`src/rtl/uart_core_param.sv`:
```
// Parametrised UART peripheral: single-strobe register slave, internal TX/RX FIFOs,
// programmable baud prescaler (16 ticks per bit), parity, 1/2 stop bits and loopback.

module uart_fifo #(
  parameter int W     = 8,
  parameter int DEPTH = 16
) (
  input  logic                   clk,
  input  logic                   rst_n,
  input  logic                   push,
  input  logic                   pop,
  input  logic [W-1:0]           din,
  output logic [W-1:0]           dout,
  output logic [$clog2(DEPTH):0] count
);
  localparam int AW = $clog2(DEPTH);
  localparam int CW = AW + 1;

  logic [W-1:0]  mem [DEPTH];
  logic [AW-1:0] wr_ptr, rd_ptr;
  logic          do_push, do_pop;

  // A push into a full FIFO is only taken when a pop frees a slot in the same cycle.
  assign do_pop  = pop & (count != '0);
  assign do_push = push & ((count != CW'(DEPTH)) | do_pop);
  assign dout    = mem[rd_ptr];

  // NOTE: storage is deliberately not reset; pointers and count alone define which entries are valid.
  always_ff @(posedge clk) begin
    if (do_push) mem[wr_ptr] <= din;
  end

  // NOTE: sequential state uses non-blocking assignments so every flop updates from pre-edge values.
  always_ff @(posedge clk or negedge rst_n) begin
    if (!rst_n) begin
      wr_ptr <= '0;
      rd_ptr <= '0;
      count  <= '0;
    end else begin
      if (do_push) wr_ptr <= wr_ptr + 1'b1;
      if (do_pop)  rd_ptr <= rd_ptr + 1'b1;
      count <= count + CW'(do_push) - CW'(do_pop);
    end
  end
endmodule

module uart_core_param #(
  parameter int          DATA_W     = 8,
  parameter int          FIFO_DEPTH = 16,
  parameter logic [15:0] DIV_RESET  = 16'd26
) (
  input  logic       i_sys_clk,
  input  logic       i_arst_n,
  input  logic       i_cyc,
  input  logic       i_stb,
  input  logic       i_we,
  input  logic [2:0] i_add,
  input  logic [7:0] i_data_in,
  output logic       o_ack,
  output logic [7:0] o_data_out,
  input  logic       i_rx,
  output logic       o_tx,
  output logic       o_irq
);
  localparam int CW = $clog2(FIFO_DEPTH) + 1;

  typedef enum logic [2:0] {S_IDLE, S_START, S_DATA, S_PARITY, S_STOP} state_t;
  typedef struct packed {
    logic tx_ie, rx_ie, loopback, two_stop, par_odd, par_en, rx_en, tx_en;
  } ctrl_t;

  logic [1:0]  rst_sync;
  logic        rst_n;
  ctrl_t       ctrl;
  logic [15:0] div, presc;
  logic        tick, accept, wr, rd;
  logic [7:0]  rdata, status;
  logic        rx_ovr, frame_err, par_err;

  logic [CW-1:0]     tx_count, rx_count;
  logic [DATA_W-1:0] tx_dout, rx_dout;
  logic              tx_empty, tx_full, rx_empty, rx_full, rx_pop;

  state_t            tx_state, tx_next, rx_state, rx_next;
  logic [3:0]        tx_cnt, rx_cnt;
  logic [2:0]        tx_bit_idx, rx_bit_idx;
  logic [DATA_W-1:0] tx_shift, rx_shift;
  logic              tx_par_en, tx_two_stop, tx_par_bit, tx_stop_idx;
  logic              tx_line, tx_pop, tx_bit_end;
  logic [1:0]        rx_sync;
  logic              rx_s, rx_sample, rx_par_bad, rx_done, rx_good;

  // Reset asserts asynchronously and is released on a clock edge.
  always_ff @(posedge i_sys_clk or negedge i_arst_n) begin
    if (!i_arst_n) rst_sync <= 2'b00;
    else           rst_sync <= {rst_sync[0], 1'b1};
  end
  assign rst_n = rst_sync[1];

  assign accept = i_cyc & i_stb & ~o_ack;
  assign wr     = accept & i_we;
  assign rd     = accept & ~i_we;
  assign rx_pop = rd & (i_add == 3'd0);

  assign tx_empty = (tx_count == '0);
  assign tx_full  = (tx_count == CW'(FIFO_DEPTH));
  assign rx_empty = (rx_count == '0);
  assign rx_full  = (rx_count == CW'(FIFO_DEPTH));
  assign status   = {par_err, frame_err, rx_ovr, tx_state == S_IDLE, tx_full, tx_empty, rx_full, rx_empty};

  always_comb begin
    rdata = 8'h00;
    case (i_add)
      3'd0:    rdata = rx_empty ? 8'h00 : 8'(rx_dout);
      3'd1:    rdata = ctrl;
      3'd2:    rdata = status;
      3'd3:    rdata = div[7:0];
      3'd4:    rdata = div[15:8];
      3'd5:    rdata = 8'(rx_count);
      default: rdata = 8'h00;
    endcase
  end

  uart_fifo #(.W(DATA_W), .DEPTH(FIFO_DEPTH)) u_tx_fifo (
    .clk(i_sys_clk), .rst_n(rst_n), .push(wr & (i_add == 3'd0)), .pop(tx_pop),
    .din(i_data_in[DATA_W-1:0]), .dout(tx_dout), .count(tx_count)
  );

  uart_fifo #(.W(DATA_W), .DEPTH(FIFO_DEPTH)) u_rx_fifo (
    .clk(i_sys_clk), .rst_n(rst_n), .push(rx_good), .pop(rx_pop),
    .din(rx_shift), .dout(rx_dout), .count(rx_count)
  );

  assign tick = (presc == div);

  // Registers, prescaler, sticky flags (set beats W1C) and the registered interrupt.
  always_ff @(posedge i_sys_clk or negedge rst_n) begin
    if (!rst_n) begin
      o_ack      <= 1'b0;
      o_data_out <= 8'h00;
      ctrl       <= '0;
      div        <= DIV_RESET;
      presc      <= '0;
      rx_ovr     <= 1'b0;
      frame_err  <= 1'b0;
      par_err    <= 1'b0;
      o_irq      <= 1'b0;
    end else begin
      o_ack      <= accept;
      o_data_out <= rd ? rdata : 8'h00;
      if (wr && i_add == 3'd1) ctrl <= ctrl_t'(i_data_in);
      if (wr && i_add == 3'd3) div[7:0] <= i_data_in;
      if (wr && i_add == 3'd4) div[15:8] <= i_data_in;
      presc <= (tick || (wr && (i_add == 3'd3 || i_add == 3'd4))) ? 16'd0 : presc + 16'd1;
      rx_ovr    <= (rx_good & rx_full & ~rx_pop) | (rx_ovr & ~(wr && i_add == 3'd2 && i_data_in[5]));
      frame_err <= (rx_done & ~rx_s) | (frame_err & ~(wr && i_add == 3'd2 && i_data_in[6]));
      par_err   <= (rx_done & rx_par_bad) | (par_err & ~(wr && i_add == 3'd2 && i_data_in[7]));
      o_irq <= (ctrl.rx_ie & ~rx_empty) | (ctrl.tx_ie & tx_empty) | rx_ovr | frame_err | par_err;
    end
  end

  assign tx_bit_end = tick && (tx_cnt == 4'd15);

  always_ff @(posedge i_sys_clk or negedge rst_n) begin
    if (!rst_n) tx_state <= S_IDLE;
    else        tx_state <= tx_next;
  end

  // NOTE: every output of this block gets a default first, so no path can infer a latch.
  always_comb begin
    tx_next = tx_state;
    tx_line = 1'b1;
    case (tx_state)
      S_IDLE:   if (tick && ctrl.tx_en && !tx_empty) tx_next = S_START;
      S_START: begin
        tx_line = 1'b0;
        if (tx_bit_end) tx_next = S_DATA;
      end
      S_DATA: begin
        tx_line = tx_shift[0];
        if (tx_bit_end && tx_bit_idx == 3'(DATA_W - 1)) tx_next = tx_par_en ? S_PARITY : S_STOP;
      end
      S_PARITY: begin
        tx_line = tx_par_bit;
        if (tx_bit_end) tx_next = S_STOP;
      end
      S_STOP:   if (tx_bit_end && tx_stop_idx == tx_two_stop) tx_next = S_IDLE;
      default:  tx_next = S_IDLE;
    endcase
  end

  assign tx_pop = (tx_state == S_IDLE) && (tx_next == S_START);
  assign o_tx   = ctrl.loopback | tx_line;

  // Frame options are captured with the byte so a CTRL write cannot corrupt a frame in flight.
  always_ff @(posedge i_sys_clk or negedge rst_n) begin
    if (!rst_n) begin
      tx_cnt      <= '0;
      tx_bit_idx  <= '0;
      tx_shift    <= '0;
      tx_par_en   <= 1'b0;
      tx_two_stop <= 1'b0;
      tx_par_bit  <= 1'b0;
      tx_stop_idx <= 1'b0;
    end else if (tx_pop) begin
      tx_cnt      <= '0;
      tx_bit_idx  <= '0;
      tx_stop_idx <= 1'b0;
      tx_shift    <= tx_dout;
      tx_par_en   <= ctrl.par_en;
      tx_two_stop <= ctrl.two_stop;
      tx_par_bit  <= (^tx_dout) ^ ctrl.par_odd;
    end else if (tx_state != S_IDLE && tick) begin
      tx_cnt <= tx_cnt + 4'd1;
      if (tx_cnt == 4'd15 && tx_state == S_DATA) begin
        tx_shift   <= tx_shift >> 1;
        tx_bit_idx <= tx_bit_idx + 3'd1;
      end
      if (tx_cnt == 4'd15 && tx_state == S_STOP) tx_stop_idx <= 1'b1;
    end
  end

  always_ff @(posedge i_sys_clk or negedge rst_n) begin
    if (!rst_n) rx_sync <= 2'b11;
    else        rx_sync <= {rx_sync[0], ctrl.loopback ? tx_line : i_rx};
  end
  assign rx_s = rx_sync[1];

  // Bits are sampled 16 ticks apart, starting from the mid-start check at tick 8.
  assign rx_sample = tick && (rx_cnt == 4'd15);
  assign rx_done   = (rx_state == S_STOP) && rx_sample && ctrl.rx_en;
  assign rx_good   = rx_done & rx_s & ~rx_par_bad;

  always_ff @(posedge i_sys_clk or negedge rst_n) begin
    if (!rst_n) rx_state <= S_IDLE;
    else        rx_state <= rx_next;
  end

  always_comb begin
    rx_next = rx_state;
    case (rx_state)
      S_IDLE:   if (!rx_s) rx_next = S_START;
      S_START:  if (tick && rx_cnt == 4'd7) rx_next = rx_s ? S_IDLE : S_DATA;
      S_DATA:   if (rx_sample && rx_bit_idx == 3'(DATA_W - 1)) rx_next = ctrl.par_en ? S_PARITY : S_STOP;
      S_PARITY: if (rx_sample) rx_next = S_STOP;
      S_STOP:   if (rx_sample) rx_next = S_IDLE;
      default:  rx_next = S_IDLE;
    endcase
    if (!ctrl.rx_en) rx_next = S_IDLE;
  end

  always_ff @(posedge i_sys_clk or negedge rst_n) begin
    if (!rst_n) begin
      rx_cnt     <= '0;
      rx_bit_idx <= '0;
      rx_shift   <= '0;
      rx_par_bad <= 1'b0;
    end else if (rx_state == S_IDLE) begin
      rx_cnt     <= '0;
      rx_bit_idx <= '0;
      rx_par_bad <= 1'b0;
    end else if (tick) begin
      rx_cnt <= (rx_state == S_START && rx_cnt == 4'd7) ? 4'd0 : rx_cnt + 4'd1;
      if (rx_sample && rx_state == S_DATA) begin
        rx_shift   <= {rx_s, rx_shift[DATA_W-1:1]};
        rx_bit_idx <= rx_bit_idx + 3'd1;
      end
      if (rx_sample && rx_state == S_PARITY) rx_par_bad <= rx_s ^ (^rx_shift) ^ ctrl.par_odd;
    end
  end
endmodule
```
`config.mk`:
```
export PLATFORM = sky130hd
export DESIGN_NAME = uart_core_param
export DESIGN_NICKNAME = d
export VERILOG_FILES = /design/src/rtl/uart_core_param.sv
export SDC_FILE = /design/constraint.sdc
export NUM_CORES = 1
export LEC_CHECK = 0
export CAP_MARGIN = 20
export CORE_MARGIN = 4
export CORE_UTILIZATION = 49
export CTS_BUF_LIST = sky130_fd_sc_hd__clkbuf_16
export CTS_CLUSTER_DIAMETER = 100
export DETAILED_ROUTE_END_ITERATION = 8
export PLACE_DENSITY = 0.71
export SLEW_MARGIN = 20
export SYNTH_ARGS = -nofsm -noshare
export SYNTH_HDL_FRONTEND = slang
export SYNTH_SLANG_ARGS = --single-unit
```
`constraint.sdc`:
```
create_clock -name i_sys_clk -period 9.5 [get_ports i_sys_clk]
set_input_delay 1.9 -clock i_sys_clk [delete_from_list [all_inputs] [get_ports i_sys_clk]]
set_output_delay 1.9 -clock i_sys_clk [all_outputs]
set_load 0.1 [all_outputs]
```
==> results of run 1 <==
[power breakdown]
group | switching (W) | total (W) | internal [W]
clock network | 0.000627 | 0.00140 | 0.000769
logic | 0.000206 | 0.000397 | 0.000191
registers | 0.000106 | 0.00195 | 0.00184
total | 0.000939 | 0.00374 | 0.00280
[worst min path at each step]
| stage | to | cells past startpoint | startpoint |
|---|---|---|---|
| detailed placement | rst_sync[1] | 0 | rst_sync[0] |
| global placement | rst_sync[1] | 0 | rst_sync[0] |
| floorplan | rst_sync[1] | 0 | rst_sync[0] |
| CTS | rst_sync[1] | 0 | rst_sync[0] |
| global route | rst_sync[1] | 0 | rst_sync[0] |
| finish | u_tx_fifo.rd_ptr[3] | 0 | rst_sync[1] |
[state kept, by name, summed over array words and instances, names as in the netlist, 2 cells and up]
signal / count
tx_bit_idx: 3
div: 16
u_rx_fifo.count: 5
presc: 16
rx_sync: 2
rx_state: 3
u_tx_fifo.mem: 128
rx_bit_idx: 3
u_tx_fifo.rd_ptr: 4
rx_cnt: 4
o_data_out: 8
tx_state: 3
u_rx_fifo.mem: 128
u_rx_fifo.wr_ptr: 4
tx_shift: 8
rx_shift: 8
u_rx_fifo.rd_ptr: 4
u_tx_fifo.count: 5
ctrl: 8
rst_sync: 2
u_tx_fifo.wr_ptr: 4
tx_cnt: 4
[cell usage in the layout (no fill, tap or decap), types with 5 or more instances in the layout]
master,synthesis,layout
sky130_fd_sc_hd__nor2_1,62,62
sky130_fd_sc_hd__clkinv_2,0,5
sky130_fd_sc_hd__a22oi_1,9,9
sky130_fd_sc_hd__xnor2_1,25,25
sky130_fd_sc_hd__clkinv_1,0,13
sky130_fd_sc_hd__mux4_1,5,5
sky130_fd_sc_hd__clkbuf_16,0,40
sky130_fd_sc_hd__inv_1,31,41
sky130_fd_sc_hd__buf_4,0,7
sky130_fd_sc_hd__a21oi_1,27,27
sky130_fd_sc_hd__and3_1,34,34
sky130_fd_sc_hd__dfrtp_1,119,116
sky130_fd_sc_hd__o21ai_1,9,9
sky130_fd_sc_hd__clkdlybuf4s50_1,0,27
sky130_fd_sc_hd__and2_1,12,12
sky130_fd_sc_hd__dfstp_2,5,5
sky130_fd_sc_hd__mux4_2,70,70
sky130_fd_sc_hd__mux2_2,20,20
sky130_fd_sc_hd__ha_1,29,29
sky130_fd_sc_hd__xor2_1,39,39
sky130_fd_sc_hd__nor3_1,11,11
sky130_fd_sc_hd__mux2_1,19,19
sky130_fd_sc_hd__mux2i_1,20,20
sky130_fd_sc_hd__o21ai_0,8,8
sky130_fd_sc_hd__edfxtp_1,256,256
sky130_fd_sc_hd__nand2_1,52,52
sky130_fd_sc_hd__nand3_1,24,24
sky130_fd_sc_hd__nor2b_1,10,10
[routing by layer]
layer  up-vias  global-route usage
li1       3920                   -
met1      4406               0.264
met2       281               0.306
met3        70              0.0315
met4         2              0.0591
met5         -                   0
[layout make-up]
cell class	count	area, sq um
clock buffer	40	1000
clock inverter	32	165
fill	2551	14500
inverter	33	124
multi-input combinational	556	5160
sequential	380	10800
tap	442	553
timing repair buffer	35	334
[logic make-up after synthesis]
group	synth area share
adder cells (fa/ha/maj)	0.0247
multiplexers	0.144
buffers and inverters	0.0205
AO/OA/AOI/OAI	0.0339
flip-flops	0.663
XOR/XNOR	0.0396
other	0.000230
AND/OR/NAND/NOR	0.0737
[worst max-delay path, delay by kind of cell, from the launching register on]
family	cells	cell delay, ns
AOI/OAI and AO/OA	1	0.16
buffers and inverters	1	1.15
DFF	1	0.48
and+or+nand+nor	3	0.43
[stage by stage]
stage          instance area, sq um  cells  worst slack, ns
6_report                      18100   1518             4.86
5_1_grt                       18100   1518             4.66
4_1_cts                       18100   1518             4.80
3_5_place_dp                  17000   1446             4.39
3_3_place_gp                  17000   1446             4.44
2_1_floorplan                 16300   1012             5.16
==> results_dict.tcl, run 1 <==
set metrics [dict create \
    core_region_area_sq_mm 0.0326 \
    critical_path_max_stage_delay_ns 1.15 \
    path_type_of_the_worst_min_delay_path "flop to async pin" \
    start_util 0.499 \
    crit_slowest_cell "sky130_fd_sc_hd__clkdlybuf4s50_1" \
    synth.yosys.seq_area_share 0.663 \
    top_layer "met5" \
    routed-via-count 8679 \
    wl_met1_mm 13.9 \
    place.port_buffers 27 \
    ys_ff_latch 380 \
    drt_pre_antenna_iters 5 \
    detail_route.wl_per_cell_microns 21.8 \
    post_synth.cell_area_avg_sq_um 16.1 \
    reg2reg_from "div[3]" \
    period_share 0.488 \
    cp_max_fo 9 \
    wl_mm 33.2 \
    rsz0062_at_grt "false" \
    die_y_microns 190 \
    synthDominantCellAreaShare 0.472 \
    fin_crit_ns 4.64 \
    power_per_cell_area_mw_per_mm2 206 \
    critical_path_required_ns 7.60 \
    grt_residual_overflow 0 \
    remaining_drc_errors 0 \
    hold_slack_ns 0.330 \
    placementRows 66 \
    grt_max_degree 81 \
    route.met3.wl_mm 1.93 \
    grt_pass1_wl_mm 52.4 \
    net_count_of_the_mapped_netlist 1060 \
    antenna_cells 0 \
    synth_commonest_cells "256 x sky130_fd_sc_hd__edfxtp_1, 119 x sky130_fd_sc_hd__dfrtp_1, 70 x sky130_fd_sc_hd__mux4_2, 62 x sky130_fd_sc_hd__nor2_1, 52 x sky130_fd_sc_hd__nand2_1" \
    cts_root_buffer "sky130_fd_sc_hd__clkbuf_16" \
    total_clock_sinks 380 \
    vias_per_cell 5.72 \
    path_cells "nand2b_1 -> nor2_1 -> a21oi_1 -> or3_1 -> clkdlybuf4s50_1" \
    report.final.slew_viol_count 0 \
    reg2reg_capture_point "u_tx_fifo.count[4]" \
    cts_resized 0 \
    fin_util 0.556 \
    most_repeated_cell_in_the_gate_level_netlist_after_synthesis "sky130_fd_sc_hd__edfxtp_1" \
    critPathKind "flop to output port" \
    critical_path.startpoint_type "flop" \
    drive_above_1_share 0.151 \
    synthDistinctLibCells 67 \
    grt_pass1_vias 8807 \
    design.portCount 28 \
    clkTransAtPathRegs_ns 0.06 \
    postSynth.asyncResetShare 0.326 \
    worst-slew-pin-transition_ns 1.03 \
    finish.net_count 1094 \
    die_x_microns 190 \
    mappedNetlistArea_sq_mm 0.0163 \
    postRouteAntennaNets 0 \
    cts.repair_timing.setup_buffer_count 0 \
    worst_clock_skew_ns 0.0172 \
    critical_path_arrival_ns 2.74 \
    finalSetupViolCount 0 \
    leading_area_contributor_after_synthesis "sky130_fd_sc_hd__edfxtp_1" \
    synth_ff_type "sky130_fd_sc_hd__edfxtp_1" \
    htreeDepth 2 \
    antenna_found_initial 1 \
    fp.dieArea_sq_mm 0.0362 \
    hpwl_mm 21.6 \
    max-cap-violations 0 \
    netlist_top_cells_area "sky130_fd_sc_hd__edfxtp_1 47%, sky130_fd_sc_hd__dfrtp_1 18%, sky130_fd_sc_hd__mux4_2 9.7%" \
    max_vdd_drop_uv 186 \
    slew-limit-headroom 0.311 \
    power.total_w 0.00374 \
    cts_buffers 40 \
    placer_s_final_routability_congestion_estimate 0.862 \
    critical_path.endpoint "o_tx" \
    grt_util_all_layers 0.188 \
    fin_setup_tns_ns 0 \
    number_of_cells_on_the_worst_reg_to_reg_path 13 \
    run_status "finished clean" \
    maxClockFrequency_mhz 216 \
    ctsLongestPathBuffers 3 \
    clk-insertion-delay-late_ns 0.54 \
    crit_start "tx_state[0]" \
    synth.yosys.warnings 0 \
    cts_hold_buf 0 \
    total_leakage_power_nw 7.15 \
    cts_tree "built" \
    end_kind "output port" \
    hold_violations 0 \
    first_iter_violations 667 \
    synthToLayoutAreaGrowth_pct 11.4 \
    detailroute.wirelength.met2_mm 16.4 \
    post_synth_edffs 256 \
    r2r_setup_slack_ns 5.69 \
    postSynthCellCount 1012 \
]
Note: power is estimated with default switching activity, not from simulation.
==> inputs of run 2 (changes only) <==
PLACE_DENSITY = 0.74   (was 0.71)
clock period = 3.94 ns   (was 9.5 ns; I/O delays follow)
==> results_dict.tcl, run 2 (synthesis gave the netlist of run 1 again) <==
set metrics [dict create \
    run_status "finished clean" \
    die_y_microns 190 \
    postRouteAntennaNets 0 \
    htreeDepth 2 \
    critical_path_required_ns 4.35 \
    start_util 0.499 \
    grt_residual_overflow 0 \
    total_clock_sinks 380 \
    placer_s_final_routability_congestion_estimate 0.855 \
    clk-insertion-delay-late_ns 0.56 \
    critPathKind "flop to flop" \
    critical_path_arrival_ns 3.84 \
    final_cell_mix "256 x sky130_fd_sc_hd__edfxtp_1, 115 x sky130_fd_sc_hd__dfrtp_1, 70 x sky130_fd_sc_hd__mux4_2, 62 x sky130_fd_sc_hd__nor2_1, 52 x sky130_fd_sc_hd__nand2_1" \
    crit_slowest_cell "sky130_fd_sc_hd__or4_1" \
    worst_slack_at_placement_ns 0.240 \
    grt_util_all_layers 0.187 \
    met1_usage 0.260 \
    worst_clock_skew_ns 0.0351 \
    wl_mm 33.0 \
    path_type_of_the_worst_min_delay_path "flop to flop" \
    cts_buffers 40 \
    post_dp_cell_area_sq_mm 0.0171 \
    worstPathBufferInverterCount 3 \
    cp_max_fo 15 \
    drive_above_1_share 0.169 \
    grt_pass1_wl_mm 52.6 \
    placementRows 66 \
    maxClockFrequency_mhz 292 \
    cts_root_buffer "sky130_fd_sc_hd__clkbuf_16" \
    total_leakage_power_nw 7.25 \
    design.portCount 28 \
    die_x_microns 190 \
    clkTransAtPathRegs_ns 0.06 \
    slew-limit-headroom 0.322 \
    report.final.slew_viol_count 0 \
    max-cap-violations 0 \
    cts.repair_timing.setup_buffer_count 0 \
    cts_tree "built" \
    layout.filler_cells 2523 \
    period_share 0.869 \
    critical_path.startpoint_type "flop" \
    fin_setup_tns_ns 0 \
    cts_hold_buf 0 \
    mostFrequentLayoutCell "sky130_fd_sc_hd__edfxtp_1" \
    design_area_sq_mm 0.0183 \
    hold_slack_ns 0.349 \
    core_region_area_sq_mm 0.0326 \
    antenna_found_initial 0 \
    finalSetupViolCount 0 \
    biggestRegsByFlops "u_rx_fifo.mem (128), u_tx_fifo.mem (128)" \
    groute.layer.met3.usage 0.0297 \
    busiest_layer_in_global_routing "met2" \
    vias_per_cell 5.72 \
    grt_use_met2 0.306 \
    synthToLayoutAreaGrowth_pct 12.7 \
    fin_crit_ns 3.43 \
    detail_route.wl_per_cell_microns 21.5 \
    grt_pass1_vias 9104 \
    power_per_cell_area_mw_per_mm2 507 \
    hold_violations 0 \
    first_iter_violations 790 \
    max_vdd_drop_uv 578 \
    hpwl_mm 22.2 \
    grt_max_degree 49 \
    cpLargestDelayFamily "simple AND/OR/NAND/NOR gates" \
    fp.dieArea_sq_mm 0.0362 \
    drt_pre_antenna_iters 6 \
    worst-slew-pin-transition_ns 1.01 \
    routed-via-count 8777 \
    path_cells "xor2_1 -> nor4_1 -> nand4_1 -> or4_1 -> nor2_2 -> buf_4 -> ha_1 -> inv_1 -> fa_1 -> inv_1 -> a21oi_1 -> nor2_1 -> nor2_1 -> xnor2_1" \
    end_kind "flop" \
    remaining_drc_errors 0 \
    final.setup.worst_slack_ns 0.514 \
    rsz0062_at_grt "false" \
    critical_path_max_stage_delay_ns 0.68 \
    ctsLongestPathBuffers 3 \
    antenna_cells 0 \
    cts_resized 0 \
    place.port_buffers 27 \
    finish.net_count 1109 \
]
==> run 2: cell count changes in the layout (fill, tap and decap cells not counted) <==
| cell | before | now |
|---|---|---|
| sky130_fd_sc_hd__buf_4 | 7 | 24 |
| sky130_fd_sc_hd__clkinv_1 | 13 | 8 |
| sky130_fd_sc_hd__clkinvlp_4 | 0 | 5 |
| sky130_fd_sc_hd__bufinv_16 | 0 | 3 |
| sky130_fd_sc_hd__clkinv_2 | 5 | 3 |
| sky130_fd_sc_hd__buf_6 | 1 | 0 |
| sky130_fd_sc_hd__clkdlybuf4s50_1 | 27 | 26 |
| sky130_fd_sc_hd__clkinv_4 | 1 | 0 |
| sky130_fd_sc_hd__dfrtp_1 | 116 | 115 |
| sky130_fd_sc_hd__dfrtp_2 | 2 | 3 |
| sky130_fd_sc_hd__inv_8 | 0 | 1 |
==> run 2: final timing paths <==
path	startpoint	to	slack [ns]	cells after the start
worst min-delay path	rst_sync[0]	rst_sync[1]	0.35	0
worst max register to register	div[4]	u_rx_fifo.count[4]	0.51	14
worst min register to register	rst_sync[0]	rst_sync[1]	0.35	0
worst max-delay path	div[4]	u_rx_fifo.count[4]	0.51	14
max in group asynchronous	rst_sync[1]	div[3]	2.56	1
min in group asynchronous	rst_sync[1]	o_data_out[4]	0.36	0
==> run 2: final cells by class <==
| type | count | area, sq um | area share |
|---|---|---|---|
| Tap cell | 442 | 553 | 0.0301 |
| Clock buffer | 40 | 1000 | 0.0546 |
| Clock inverter | 33 | 267 | 0.0145 |
| Sequential cell | 380 | 10800 | 0.589 |
| Inverter | 33 | 124 | 0.00675 |
| Multi-Input combinational cell | 556 | 5160 | 0.281 |
| Timing Repair Buffer | 50 | 440 | 0.0240 |
==> run 2: power breakdown <==
part,total (W),switching (W),internal [W]
Combinational,0.000961,0.000481,0.000479
Clock,0.00360,0.00154,0.00207
Sequential,0.00474,0.000297,0.00444
Total,0.00930,0.00231,0.00698
==> run 2: worst reg2reg max path, cell delays in order (launching register included) <==
cell                      delay (ns)
sky130_fd_sc_hd__dfstp_2        0.54
sky130_fd_sc_hd__xor2_1         0.10
sky130_fd_sc_hd__nor4_1         0.42
sky130_fd_sc_hd__nand4_1        0.23
sky130_fd_sc_hd__or4_1          0.68
sky130_fd_sc_hd__nor2_2         0.12
sky130_fd_sc_hd__buf_4          0.19
sky130_fd_sc_hd__ha_1           0.19
sky130_fd_sc_hd__inv_1          0.06
sky130_fd_sc_hd__fa_1           0.39
sky130_fd_sc_hd__inv_1          0.07
sky130_fd_sc_hd__a21oi_1        0.06
sky130_fd_sc_hd__nor2_1         0.09
sky130_fd_sc_hd__nor2_1         0.06
sky130_fd_sc_hd__xnor2_1        0.11
==> run 2: metrics by stage <==
step / cells / util / total power, W
global placement: 1461 / 0.524 / 0.00574
global route: 1534 / 0.562 / 0.00971
finish: 1534 / 0.562 / 0.00930
floorplan: 1012 / - / 0.00545
detailed placement: 1461 / 0.524 / 0.00577
CTS: 1534 / 0.562 / 0.00938
==> run 2: routing by layer <==
layer	vias up	part of all wire
li1	3951	-
met2	233	0.49
met1	4526	0.43
met4	0	0.034
met3	67	0.044
met5	-	0
